**src/rtl/hazard_ctrl_if.sv**
```systemverilog
// Pipeline-side bundle of the hazard controller: hazard inputs, stage controls and status.
interface hazard_ctrl_if;
    logic [4:0]  id_rs;
    logic [4:0]  id_rt;
    logic        ex_MemR;
    logic [4:0]  ex_rt;
    logic        branch_taken;
    logic        jump_taken;
    logic        mem_req;
    logic        mem_ready;
    logic        PC_WR;
    logic        IF_ID_WR;
    logic        ID_EX_WR;
    logic        EX_MEM_WR;
    logic        IF_ID_FLUSH;
    logic        ID_EX_FLUSH;
    logic        mem_err;
    logic [1:0]  state;
    logic [15:0] stall_cnt;
    logic [15:0] flush_cnt;

    modport master (
        output id_rs, id_rt, ex_MemR, ex_rt, branch_taken, jump_taken, mem_req, mem_ready,
        input  PC_WR, IF_ID_WR, ID_EX_WR, EX_MEM_WR, IF_ID_FLUSH, ID_EX_FLUSH,
        input  mem_err, state, stall_cnt, flush_cnt
    );

    modport slave (
        input  id_rs, id_rt, ex_MemR, ex_rt, branch_taken, jump_taken, mem_req, mem_ready,
        output PC_WR, IF_ID_WR, ID_EX_WR, EX_MEM_WR, IF_ID_FLUSH, ID_EX_FLUSH,
        output mem_err, state, stall_cnt, flush_cnt
    );
endinterface

```
**src/rtl/hazard_ctrl.sv**
```systemverilog
// Five-stage pipeline hazard controller: load-use stalls, branch/jump flushes,
// memory-wait freeze with timeout, and saturating stall/flush performance counters.
module hazard_ctrl #(
    parameter int unsigned WAIT_MAX = 64
) (
    input logic           clk,
    input logic           rst,
    hazard_ctrl_if.slave  hz
);
    typedef enum logic [1:0] {
        RUN      = 2'd0,
        MEM_WAIT = 2'd1,
        ERR      = 2'd2
    } state_t;

    localparam int unsigned WW = $clog2(WAIT_MAX + 1) + 1;

    state_t      r_state, w_state_nxt;
    logic [WW-1:0] r_wait, w_wait_nxt;
    logic        r_mem_err, w_mem_err_nxt;
    logic [15:0] r_stall_cnt;
    logic [15:0] r_flush_cnt;

    logic        w_lu;
    logic        w_ms;
    logic        w_issue;
    int unsigned w_wait_inc;
    logic        w_pc_wr, w_ifid_wr, w_idex_wr, w_exmem_wr;
    logic        w_ifid_flush, w_idex_flush;

    // A load into r0 never produces a value worth waiting for.
    assign w_lu = hz.ex_MemR && (hz.ex_rt != '0) &&
                  ((hz.ex_rt == hz.id_rs) || (hz.ex_rt == hz.id_rt));
    assign w_ms = hz.mem_req && !hz.mem_ready;
    assign w_wait_inc = 32'(r_wait) + 32'd1;

    always_ff @(posedge clk) begin
        if (rst) begin
            r_state   <= RUN;
            r_wait    <= '0;
            r_mem_err <= 1'b0;
        end else begin
            r_state   <= w_state_nxt;
            r_wait    <= w_wait_nxt;
            r_mem_err <= w_mem_err_nxt;
        end
    end

    always_comb begin
        w_state_nxt   = r_state;
        w_wait_nxt    = r_wait;
        w_mem_err_nxt = r_mem_err;
        w_issue       = 1'b0;
        w_pc_wr       = 1'b0;
        w_ifid_wr     = 1'b0;
        w_idex_wr     = 1'b0;
        w_exmem_wr    = 1'b0;
        w_ifid_flush  = 1'b0;
        w_idex_flush  = 1'b0;

        case (r_state)
            RUN: begin
                if (w_ms) begin
                    w_state_nxt = MEM_WAIT;
                    w_wait_nxt  = WW'(1);
                end else begin
                    w_issue = 1'b1;
                end
            end
            MEM_WAIT: begin
                if (!hz.mem_ready) begin
                    w_wait_nxt = WW'(w_wait_inc);
                    if (w_wait_inc >= WAIT_MAX) begin
                        w_state_nxt   = ERR;
                        w_mem_err_nxt = 1'b1;
                    end
                end else begin
                    w_issue     = 1'b1;
                    w_state_nxt = RUN;
                    w_wait_nxt  = '0;
                end
            end
            ERR: begin
                w_mem_err_nxt = 1'b1;
            end
            default: begin
                w_state_nxt = RUN;
                w_wait_nxt  = '0;
            end
        endcase

        // Release and RUN share the same decode; branch/jump win over a load-use bubble.
        if (w_issue) begin
            w_pc_wr    = 1'b1;
            w_ifid_wr  = 1'b1;
            w_idex_wr  = 1'b1;
            w_exmem_wr = 1'b1;
            if (hz.branch_taken) begin
                w_ifid_flush = 1'b1;
                w_idex_flush = 1'b1;
            end else if (hz.jump_taken) begin
                w_ifid_flush = 1'b1;
            end else if (w_lu) begin
                w_pc_wr      = 1'b0;
                w_ifid_wr    = 1'b0;
                w_idex_flush = 1'b1;
            end
        end

        if (rst) begin
            w_pc_wr      = 1'b0;
            w_ifid_wr    = 1'b0;
            w_idex_wr    = 1'b0;
            w_exmem_wr   = 1'b0;
            w_ifid_flush = 1'b0;
            w_idex_flush = 1'b0;
        end
    end

    always_ff @(posedge clk) begin
        if (rst) begin
            r_stall_cnt <= '0;
            r_flush_cnt <= '0;
        end else begin
            if (!w_pc_wr && (r_stall_cnt != '1)) begin
                r_stall_cnt <= r_stall_cnt + 16'd1;
            end
            if (w_ifid_flush && (r_flush_cnt != '1)) begin
                r_flush_cnt <= r_flush_cnt + 16'd1;
            end
        end
    end

    assign hz.PC_WR       = w_pc_wr;
    assign hz.IF_ID_WR    = w_ifid_wr;
    assign hz.ID_EX_WR    = w_idex_wr;
    assign hz.EX_MEM_WR   = w_exmem_wr;
    assign hz.IF_ID_FLUSH = w_ifid_flush;
    assign hz.ID_EX_FLUSH = w_idex_flush;
    assign hz.mem_err     = r_mem_err;
    assign hz.state       = r_state;
    assign hz.stall_cnt   = r_stall_cnt;
    assign hz.flush_cnt   = r_flush_cnt;
endmodule

```
**src/flat_wrapper.sv**
```systemverilog
// flat-port wrapper written by rule: the top's interface ports become plain ports
module hazard_ctrl_flat 
#(
    parameter int unsigned WAIT_MAX = 64
)
  (clk, rst, hz_id_rs, hz_id_rt, hz_ex_MemR, hz_ex_rt, hz_branch_taken, hz_jump_taken, hz_mem_req, hz_mem_ready, hz_PC_WR, hz_IF_ID_WR, hz_ID_EX_WR, hz_EX_MEM_WR, hz_IF_ID_FLUSH, hz_ID_EX_FLUSH, hz_mem_err, hz_state, hz_stall_cnt, hz_flush_cnt);
  hazard_ctrl_if hz_i ();
  input logic clk;
  input logic rst;
  input wire logic [$bits(hz_i.id_rs)-1:0] hz_id_rs;
  input wire logic [$bits(hz_i.id_rt)-1:0] hz_id_rt;
  input wire logic [$bits(hz_i.ex_MemR)-1:0] hz_ex_MemR;
  input wire logic [$bits(hz_i.ex_rt)-1:0] hz_ex_rt;
  input wire logic [$bits(hz_i.branch_taken)-1:0] hz_branch_taken;
  input wire logic [$bits(hz_i.jump_taken)-1:0] hz_jump_taken;
  input wire logic [$bits(hz_i.mem_req)-1:0] hz_mem_req;
  input wire logic [$bits(hz_i.mem_ready)-1:0] hz_mem_ready;
  output wire logic [$bits(hz_i.PC_WR)-1:0] hz_PC_WR;
  output wire logic [$bits(hz_i.IF_ID_WR)-1:0] hz_IF_ID_WR;
  output wire logic [$bits(hz_i.ID_EX_WR)-1:0] hz_ID_EX_WR;
  output wire logic [$bits(hz_i.EX_MEM_WR)-1:0] hz_EX_MEM_WR;
  output wire logic [$bits(hz_i.IF_ID_FLUSH)-1:0] hz_IF_ID_FLUSH;
  output wire logic [$bits(hz_i.ID_EX_FLUSH)-1:0] hz_ID_EX_FLUSH;
  output wire logic [$bits(hz_i.mem_err)-1:0] hz_mem_err;
  output wire logic [$bits(hz_i.state)-1:0] hz_state;
  output wire logic [$bits(hz_i.stall_cnt)-1:0] hz_stall_cnt;
  output wire logic [$bits(hz_i.flush_cnt)-1:0] hz_flush_cnt;
  assign hz_i.id_rs = hz_id_rs;
  assign hz_i.id_rt = hz_id_rt;
  assign hz_i.ex_MemR = hz_ex_MemR;
  assign hz_i.ex_rt = hz_ex_rt;
  assign hz_i.branch_taken = hz_branch_taken;
  assign hz_i.jump_taken = hz_jump_taken;
  assign hz_i.mem_req = hz_mem_req;
  assign hz_i.mem_ready = hz_mem_ready;
  assign hz_PC_WR = hz_i.PC_WR;
  assign hz_IF_ID_WR = hz_i.IF_ID_WR;
  assign hz_ID_EX_WR = hz_i.ID_EX_WR;
  assign hz_EX_MEM_WR = hz_i.EX_MEM_WR;
  assign hz_IF_ID_FLUSH = hz_i.IF_ID_FLUSH;
  assign hz_ID_EX_FLUSH = hz_i.ID_EX_FLUSH;
  assign hz_mem_err = hz_i.mem_err;
  assign hz_state = hz_i.state;
  assign hz_stall_cnt = hz_i.stall_cnt;
  assign hz_flush_cnt = hz_i.flush_cnt;
  hazard_ctrl #(.WAIT_MAX(WAIT_MAX)) u_core (.clk(clk), .rst(rst), .hz(hz_i));
endmodule
```
**config.mk**
```make
export PLATFORM = sky130hd
export DESIGN_NAME = hazard_ctrl_flat
export DESIGN_NICKNAME = d
export VERILOG_FILES = /design/src/rtl/hazard_ctrl_if.sv /design/src/rtl/hazard_ctrl.sv /design/src/flat_wrapper.sv
export SDC_FILE = /design/constraint.sdc
export NUM_CORES = 1
export LEC_CHECK = 0
export CAP_MARGIN = 20
export CORE_MARGIN = 1
export CORE_UTILIZATION = 25
export CTS_CLUSTER_SIZE = 8
export DETAILED_ROUTE_END_ITERATION = 16
export PLACE_DENSITY = 0.5
export SYNTH_ARGS = -nofsm -noshare
export SYNTH_HDL_FRONTEND = slang
export SYNTH_SLANG_ARGS = --single-unit
```
**constraint.sdc**
```tcl
create_clock -name clk -period 8.9 [get_ports clk]
set_input_delay 2.67 -clock clk [delete_from_list [all_inputs] [get_ports clk]]
set_output_delay 2.67 -clock clk [all_outputs]
set_load 0.05 [all_outputs]
```
==> flow_summary.json <==
{
  "worst_path_largest_cell_delay_ps": 880,
  "crit_family": "buffers and inverters",
  "setup_violations": 0,
  "yosysWarnings": 0,
  "hold_depth": 2,
  "drtIter0Drc": 65,
  "clk_pin_slew_ps": 90,
  "avgSynthCellArea_um2": 8.36,
  "synth_edf_count": 0,
  "numPortBuffers": 62,
  "met2_wirelength_um": 2550,
  "p_leak_nw": 1.05,
  "place.gp.congestion": 0.784,
  "synth_top_flop_cell": "dfxtp_1",
  "remaining_drc_errors": 0,
  "die_x_um": 97.4,
  "cts.sinks": 43,
  "syn_to_final_growth_pct": 35.5,
  "cts-resized-gates": 0,
  "ant_nets": 0,
  "synth_area_leaders": "dfxtp_1 (38%), xor2_1 (8.9%), nor2_1 (6.3%)",
  "peakVddDrop_uv": 63.3,
  "slowest_stage": "clkdlybuf4s50_1",
  "wire_per_inst_um": 12.5,
  "rows": 34,
  "antenna_found_initial": 0,
  "fin_nets": 357,
  "fmax_mhz": 126,
  "rsz0062_at_grt": "no",
  "core_area_um2": 8760,
  "die_h_um": 97.4,
  "async_flop_share_pct": 0,
  "finalMaxSlewViolations": 0,
  "routed_wl_um": 5510,
  "cts_buffers": 5,
  "h-tree-depth": 2,
  "dr.pass1.iters": 4,
  "setup_tns_ps": 0,
  "whs_ps": 457,
  "cp.arrival_ps": 5250,
  "status": "completed",
  "worst-setup-path-type": "in2out",
  "cp-end-kind": "output pin",
  "yosys.area.top_type": "dfxtp_1",
  "syn-instance-count": 272,
  "vias": 2145,
  "grt_util_all_layers_pct": 12.2,
  "yosysTopAreaCellShare_pct": 37.8,
  "worstSkewPairLatency_ps": 300,
  "wl_met3_um": 183,
  "grt.overflow.total": 0,
  "ys_seq_area_share_pct": 37.8,
  "hpwl_um": 4000,
  "grt_pass1_wl_um": 9600,
  "hold_viol": 0,
  "synth-seq-cells": 43,
  "hold_start": "u_core.hz.mem_err",
  "cp-startpoint": "hz_ex_rt[0]",
  "postCtsHoldBufs": 0,
  "vias_per_cell": 4.88,
  "worst-path-buf-inv": 3,
  "synth_cell_types": 40,
  "cts_post_setup_buffers_inserted": 0,
  "power.density_nw_per_um2": 125,
  "path_cells": "clkdlybuf4s50_1, or4_1, o21ai_1, o31ai_4, inv_2, clkdlybuf4s50_1",
  "cp_common_cell": "clkdlybuf4s50_1",
  "required_ps": 6230,
  "dieArea_um2": 9480,
  "crit_fanout": 26,
  "grt_pass1_vias": 2019,
  "slew_headroom_pct": 42.3,
  "wl_met1_um": 2720,
  "seq_area_um2": 861,
  "finalCriticalPeriod_ps": 7920,
  "grt_max_degree": 49,
  "final_util_pct": 35.2,
  "ios": 63,
  "cp-start-kind": "input port",
  "top_layer": "met4",
  "initial_utilization_pct": 26.0,
  "cts_tree": "yes",
  "post_synth_instance_area_um2": 2270,
  "cp.depth": 6,
  "reg2reg_from": "u_core.hz.state[0]",
  "post-route-period-util_pct": 89.0,
  "multi_input_area_um2": 1340,
  "stdcell_area_um2": 3080,
  "maxCapViolCount": 0,
  "r2r_slack_ps": 6610,
  "n_antenna_cell": 0,
  "worst_pin_slew_ps": 858,
  "reg2regPathDepth": 6,
  "clock-skew-final_ps": 6.74,
  "drive_above_1_share_pct": 5.72,
  "cts-root-buf": "clkbuf_8",
  "fillers": 933,
  "synth_nets": 298,
  "place_area_um2": 2990,
  "hp-class": "reg2reg",
  "cts_buffer_depth": 2
}
-- cells in the final DEF (no fill, tap or decap), types with 2 or more instances in the layout --
cell type / n
or3_1: 6
clkbuf_8: 5
o21ai_0: 7
mux2_1: 5
clkinvlp_4: 2
nor4_1: 6
and3_1: 7
buf_4: 2
a21oi_1: 22
nand2_1: 13
nor2_1: 38
ha_1: 4
dfxtp_1: 43
xnor2_1: 2
o21ai_1: 4
nand3_1: 18
o31ai_1: 8
nor3_2: 2
or4_1: 9
xor2_1: 23
inv_1: 5
clkdlybuf4s50_1: 62
nand4b_1: 2
nand4_1: 12
nor2b_1: 7
nor4_2: 2
o21a_1: 2
and4_1: 2
-- synthesized netlist by cell type (2+ instances only) --
master / number
nand4b_1: 2
or4_1: 9
o21ai_0: 7
inv_1: 5
o21ai_1: 4
nand2_1: 13
ha_1: 4
nor3_2: 2
dfxtp_1: 43
xnor2_1: 2
nand3_1: 18
nor2_1: 38
or3_1: 6
nand4_1: 12
mux2_1: 5
clkbuf_1: 6
buf_1: 2
xor2_1: 23
nor4_1: 7
buf_4: 2
a21oi_1: 22
o21a_1: 2
and3_1: 7
nor2b_1: 7
o31ai_1: 8
and4_1: 2
-- state kept, by name (all words and copies together), names as in the netlist --
register	count
u_core.hz.stall_cnt	16
u_core.hz.mem_err	1
u_core.hz.state	2
u_core.r_wait	8
u_core.hz.flush_cnt	16
-- routing by layer --
metal	vias to the layer above	track usage [%]
met5	-	0
met2	38	19.7
met1	999	16.5
met3	6	2.30
li1	1102	-
met4	0	3.39
-- tightest hold or removal path, delay by kind of cell (launching register included) --
kind                   cells  cell delay (ps)
AO/OA/AOI/OAI              1               50
buffers and inverters      1               50
flip-flops                 1              320
-- per-stage QoR --
step | setup slack [ps] | instances | power [W]
6_report | 977 | 440 | 0.000385
5_1_grt | 866 | 440 | 0.000407
4_1_cts | 971 | 440 | 0.000394
3_5_place_dp | 972 | 432 | 0.000259
3_3_place_gp | 995 | 432 | 0.000258
2_1_floorplan | 1870 | 272 | 0.000237
-- worst paths after layout --
| path | endpoint |
|---|---|
| setup reg to reg | u_core.hz.flush_cnt[9] |
| setup / recovery | hz_PC_WR |
| hold / removal | u_core.hz.mem_err |
| hold reg to reg | u_core.hz.mem_err |
-- final cells by class --
cell class,count,area share [%]
clock inverters,3,0.771
inverters,6,0.731
multi-input cells,211,43.3
well taps,108,4.38
flip-flops and latches,43,27.9
clock buffers,5,2.23
repair buffers,64,20.6
-- power by group --
group | switching, W | internal [W] | leakage [nW] | total [W]
Combinational | 0.0000336 | 0.0000222 | 0.663 | 0.0000558
Clock | 0.0000755 | 0.0000562 | 0.0408 | 0.000132
Sequential | 0.00000303 | 0.000195 | 0.347 | 0.000198
Total | 0.000112 | 0.000273 | 1.05 | 0.000385
-- kinds of logic (layout without fill, tap and decap cells) --
family | Yosys count | after routing | share of synthesized area (%)
multiplexers | 6 | 6 | 2.97
XOR/XNOR | 25 | 25 | 9.63
buffers and inverters | 18 | 78 | 3.68
flip-flops | 43 | 43 | 37.8
AND/OR/NAND/NOR | 127 | 127 | 30.2
adder cells (fa/ha/maj) | 4 | 4 | 2.20
AO/OA/AOI/OAI | 49 | 49 | 13.5
(Power assumes the default switching activity.)
==> RTL edit, RTL diff (same settings) <==
Reset style: asynchronous (`rst`), changed in 2 clocked blocks.
--- a/src/rtl/hazard_ctrl.sv
+++ b/src/rtl/hazard_ctrl.sv
@@ -34,7 +34,7 @@
     assign w_ms = hz.mem_req && !hz.mem_ready;
     assign w_wait_inc = 32'(r_wait) + 32'd1;
 
-    always_ff @(posedge clk) begin
+    always_ff @(posedge clk or posedge rst) begin
         if (rst) begin
             r_state   <= RUN;
             r_wait    <= '0;
@@ -117,7 +117,7 @@
         end
     end
 
-    always_ff @(posedge clk) begin
+    always_ff @(posedge clk or posedge rst) begin
         if (rst) begin
             r_stall_cnt <= '0;
             r_flush_cnt <= '0;
Behaviour: differs if rst is asserted again (counterexample within 4 cycles, from zero or initial values and one cycle with rst high); with rst held inactive, the same outputs for 10 cycles.
==> RTL edit against the original RTL <==
  * Utilization grew 0.26 points
  * Largest cell class unchanged
  * Worst setup slack improved by 0.15 ns
  * Highest routed layer unchanged
  * Area after synthesis fell by 0.94%
  * Routed wire length is 6.0% lower
  * Sequential share of layout area up 6.9 points
  * Sequential cell count did not move
  * Design area rose by 0.24%
Power is not compared: it rests on default switching activity, and its combinational part moved more than twofold at a synthesized area within 25%.
==> RTL edit: results (changes against the original RTL) <==
| Metric | Value |
|---|---|
| Crit Reg-Reg Endpoint | u_core.hz.flush_cnt[13] (was u_core.hz.flush_cnt[9]) |
| Crit path DAT | 5.10 ns (was 5.25 ns) |
| Worst-Skew Late Latency | 0.30 ns (about the same) |
| Clock buffer depth | 2 (unchanged) |
| Layout cells sized above 1 | 8.07% (was 5.72%) |
| Mapped Nets | 242 (was 298) |
| Dpl cell area | 3000 µm² (was 2990 µm²) |
| DR iter-0 viols | 38 (was 65) |
| Leak | 1.21 nW |
| Internal power | 442 µW |
| Status | finished, final reports clean (unchanged) |
| Hold Path Origin | u_core.hz.mem_err (unchanged) |
| Pin count of the biggest net entering global routing | 44 (was 49) |
| Mapped Avg Cell Area | 10.4 µm² (was 8.36 µm²) |
| Flop2flop setup slack | 6.62 ns (was 6.61 ns) |
| Fillers | 878 (was 933) |
| Buffers on Ports | 62 (unchanged) |
| Vias in the first global route | 1764 (was 2019) |
| Detailed Route WL | 5180 µm (was 5510 µm) |
| Final-stage net count | 309 (was 357) |
| Hold Crit Endpoint | u_core.hz.mem_err (unchanged) |
| DRC errors left | 0 (unchanged) |
| First-pass GRT wire length | 8710 µm (was 9600 µm) |
| GRT Util Overall | 11.4% (was 12.2%) |
| GPL Wtd Cong | 0.756 (was 0.784) |
| Met3 usage in global routing | 3.11% (was 2.30%) |
| Slew HR | 58.6% (was 42.3%) |
| Synth top cells by count | 43 x dfrtp_1, 29 x xnor2_1, 19 x nand3_1 (was 43 x dfxtp_1, 38 x nor2_1, 23 x xor2_1) |
| Hold Path Cell Cnt | 1 (was 2) |
| Register area share after synthesis | 47.8% (was 37.8%) |
| Worst r2r src | u_core.hz.state[0] (unchanged) |
| Post-CTS Setup Bufs | 0 (unchanged) |
| N_diodes | 0 (unchanged) |
| GRT met2 Usage | 18.7% (was 19.7%) |
| Critical path peak fanout | 3 (was 26) |
| Post-DP HPWL | 3750 µm (was 4000 µm) |
| Largest cells by area after synthesis | dfrtp_1 48%, xnor2_1 11%, xor2_1 5.1% (was dfxtp_1 38%, xor2_1 8.9%, nor2_1 6.3%) |
| DR pass1 iterations | 4 (unchanged) |
| Post-Layout Cell Count | 393 (was 440) |
| Post-synthesis cell type count | 41 (was 40) |
| Post-synth top flop | dfrtp_1 (was dfxtp_1) |
| Ys async rst share | 100% (was 0%) |
| Clock Skew | 0.00733 ns (was 0.00674 ns) |
| R2R depth | 8 (was 6) |
| M1 GR Usage | 14.8% (was 16.5%) |
| Cts repair resizes | 0 (unchanged) |
| Clk root buf | clkbuf_8 (unchanged) |
| Vias per std cell | 4.60 (was 4.88) |
[RTL edit: cell count changes after synthesis, moves of 6 or more]
cell,delta
a21oi_1,-18
xor2_1,-10
nor2_1,-24
or3_1,-6
dfrtp_1,+43
or4_1,-9
nor2b_1,-7
xnor2_1,+27
dfxtp_1,-43
nor3_1,+6
[RTL edit: cell families (layout without fill, tap and decap cells)]
| logic type | Yosys count | count (layout) | synth area share (%) |
|---|---|---|---|
| adders and majority gates | 3 | 3 | 1.67 |
| muxes | 3 | 3 | 1.44 |
| AOI/OAI and AO/OA | 30 | 30 | 9.72 |
| and+or+nand+nor | 83 | 83 | 20.6 |
| xor gates and xnor gates | 42 | 42 | 16.3 |
| buffers and inverters | 13 | 81 | 2.50 |
| DFF | 43 | 43 | 47.8 |
[RTL edit: power by group through the flow]
stage	clock [mW]	combinational [mW]	sequential, mW
global placement	0	0.398	0.319
finish	0.133	0.398	0.315
detailed placement	0	0.401	0.319
floorplan	0	0.124	0.455
global route	0.147	0.424	0.326
CTS	0.140	0.402	0.316
[RTL edit: area by class of cell]
| class | instances | share of cell area, % |
|---|---|---|
| clock buffers | 5 | 2.23 |
| clock inverters | 3 | 0.769 |
| multi-input cells | 161 | 36.3 |
| flip-flops and latches | 43 | 34.8 |
| well taps | 108 | 4.37 |
| inverters | 10 | 1.21 |
| repair buffers | 63 | 20.3 |
[RTL edit: metal layers]
layer,up-vias,part of all wire (%)
li1,896,-
met1,865,47
met2,39,47
met3,7,4.6
met4,0,1.1
met5,-,0
[RTL edit: critical path, stage by stage]
cell and delay (ns):
clkdlybuf4s50_1 0.48, or4_4 0.58, o2111a_1 0.27, a21boi_0 0.26, clkdlybuf4s50_1 0.85
[RTL edit: worst max path at each step]
stage                start          end  slack (ns)  cells past startpoint
2_1_floorplan   hz_mem_req     hz_PC_WR        1.17                      4
3_3_place_gp   hz_ex_rt[0]  hz_IF_ID_WR        1.18                      5
3_5_place_dp   hz_ex_rt[0]  hz_IF_ID_WR        1.12                      5
4_1_cts        hz_ex_rt[0]  hz_IF_ID_WR        1.11                      5
5_1_grt        hz_ex_rt[0]  hz_IF_ID_WR        1.02                      5
6_report       hz_ex_rt[0]  hz_IF_ID_WR        1.13                      5
[RTL edit: through the flow]
step / hold slack [ns] / util (%) / setup slack (ns)
final: 0.488 / 35.4 / 1.13
after global routing: 0.494 / 35.4 / 1.02
after CTS: 0.486 / 35.4 / 1.11
after global placement: 0.479 / 34.4 / 1.18
after detailed placement: 0.452 / 34.4 / 1.12
after floorplan: 0.479 / - / 1.17
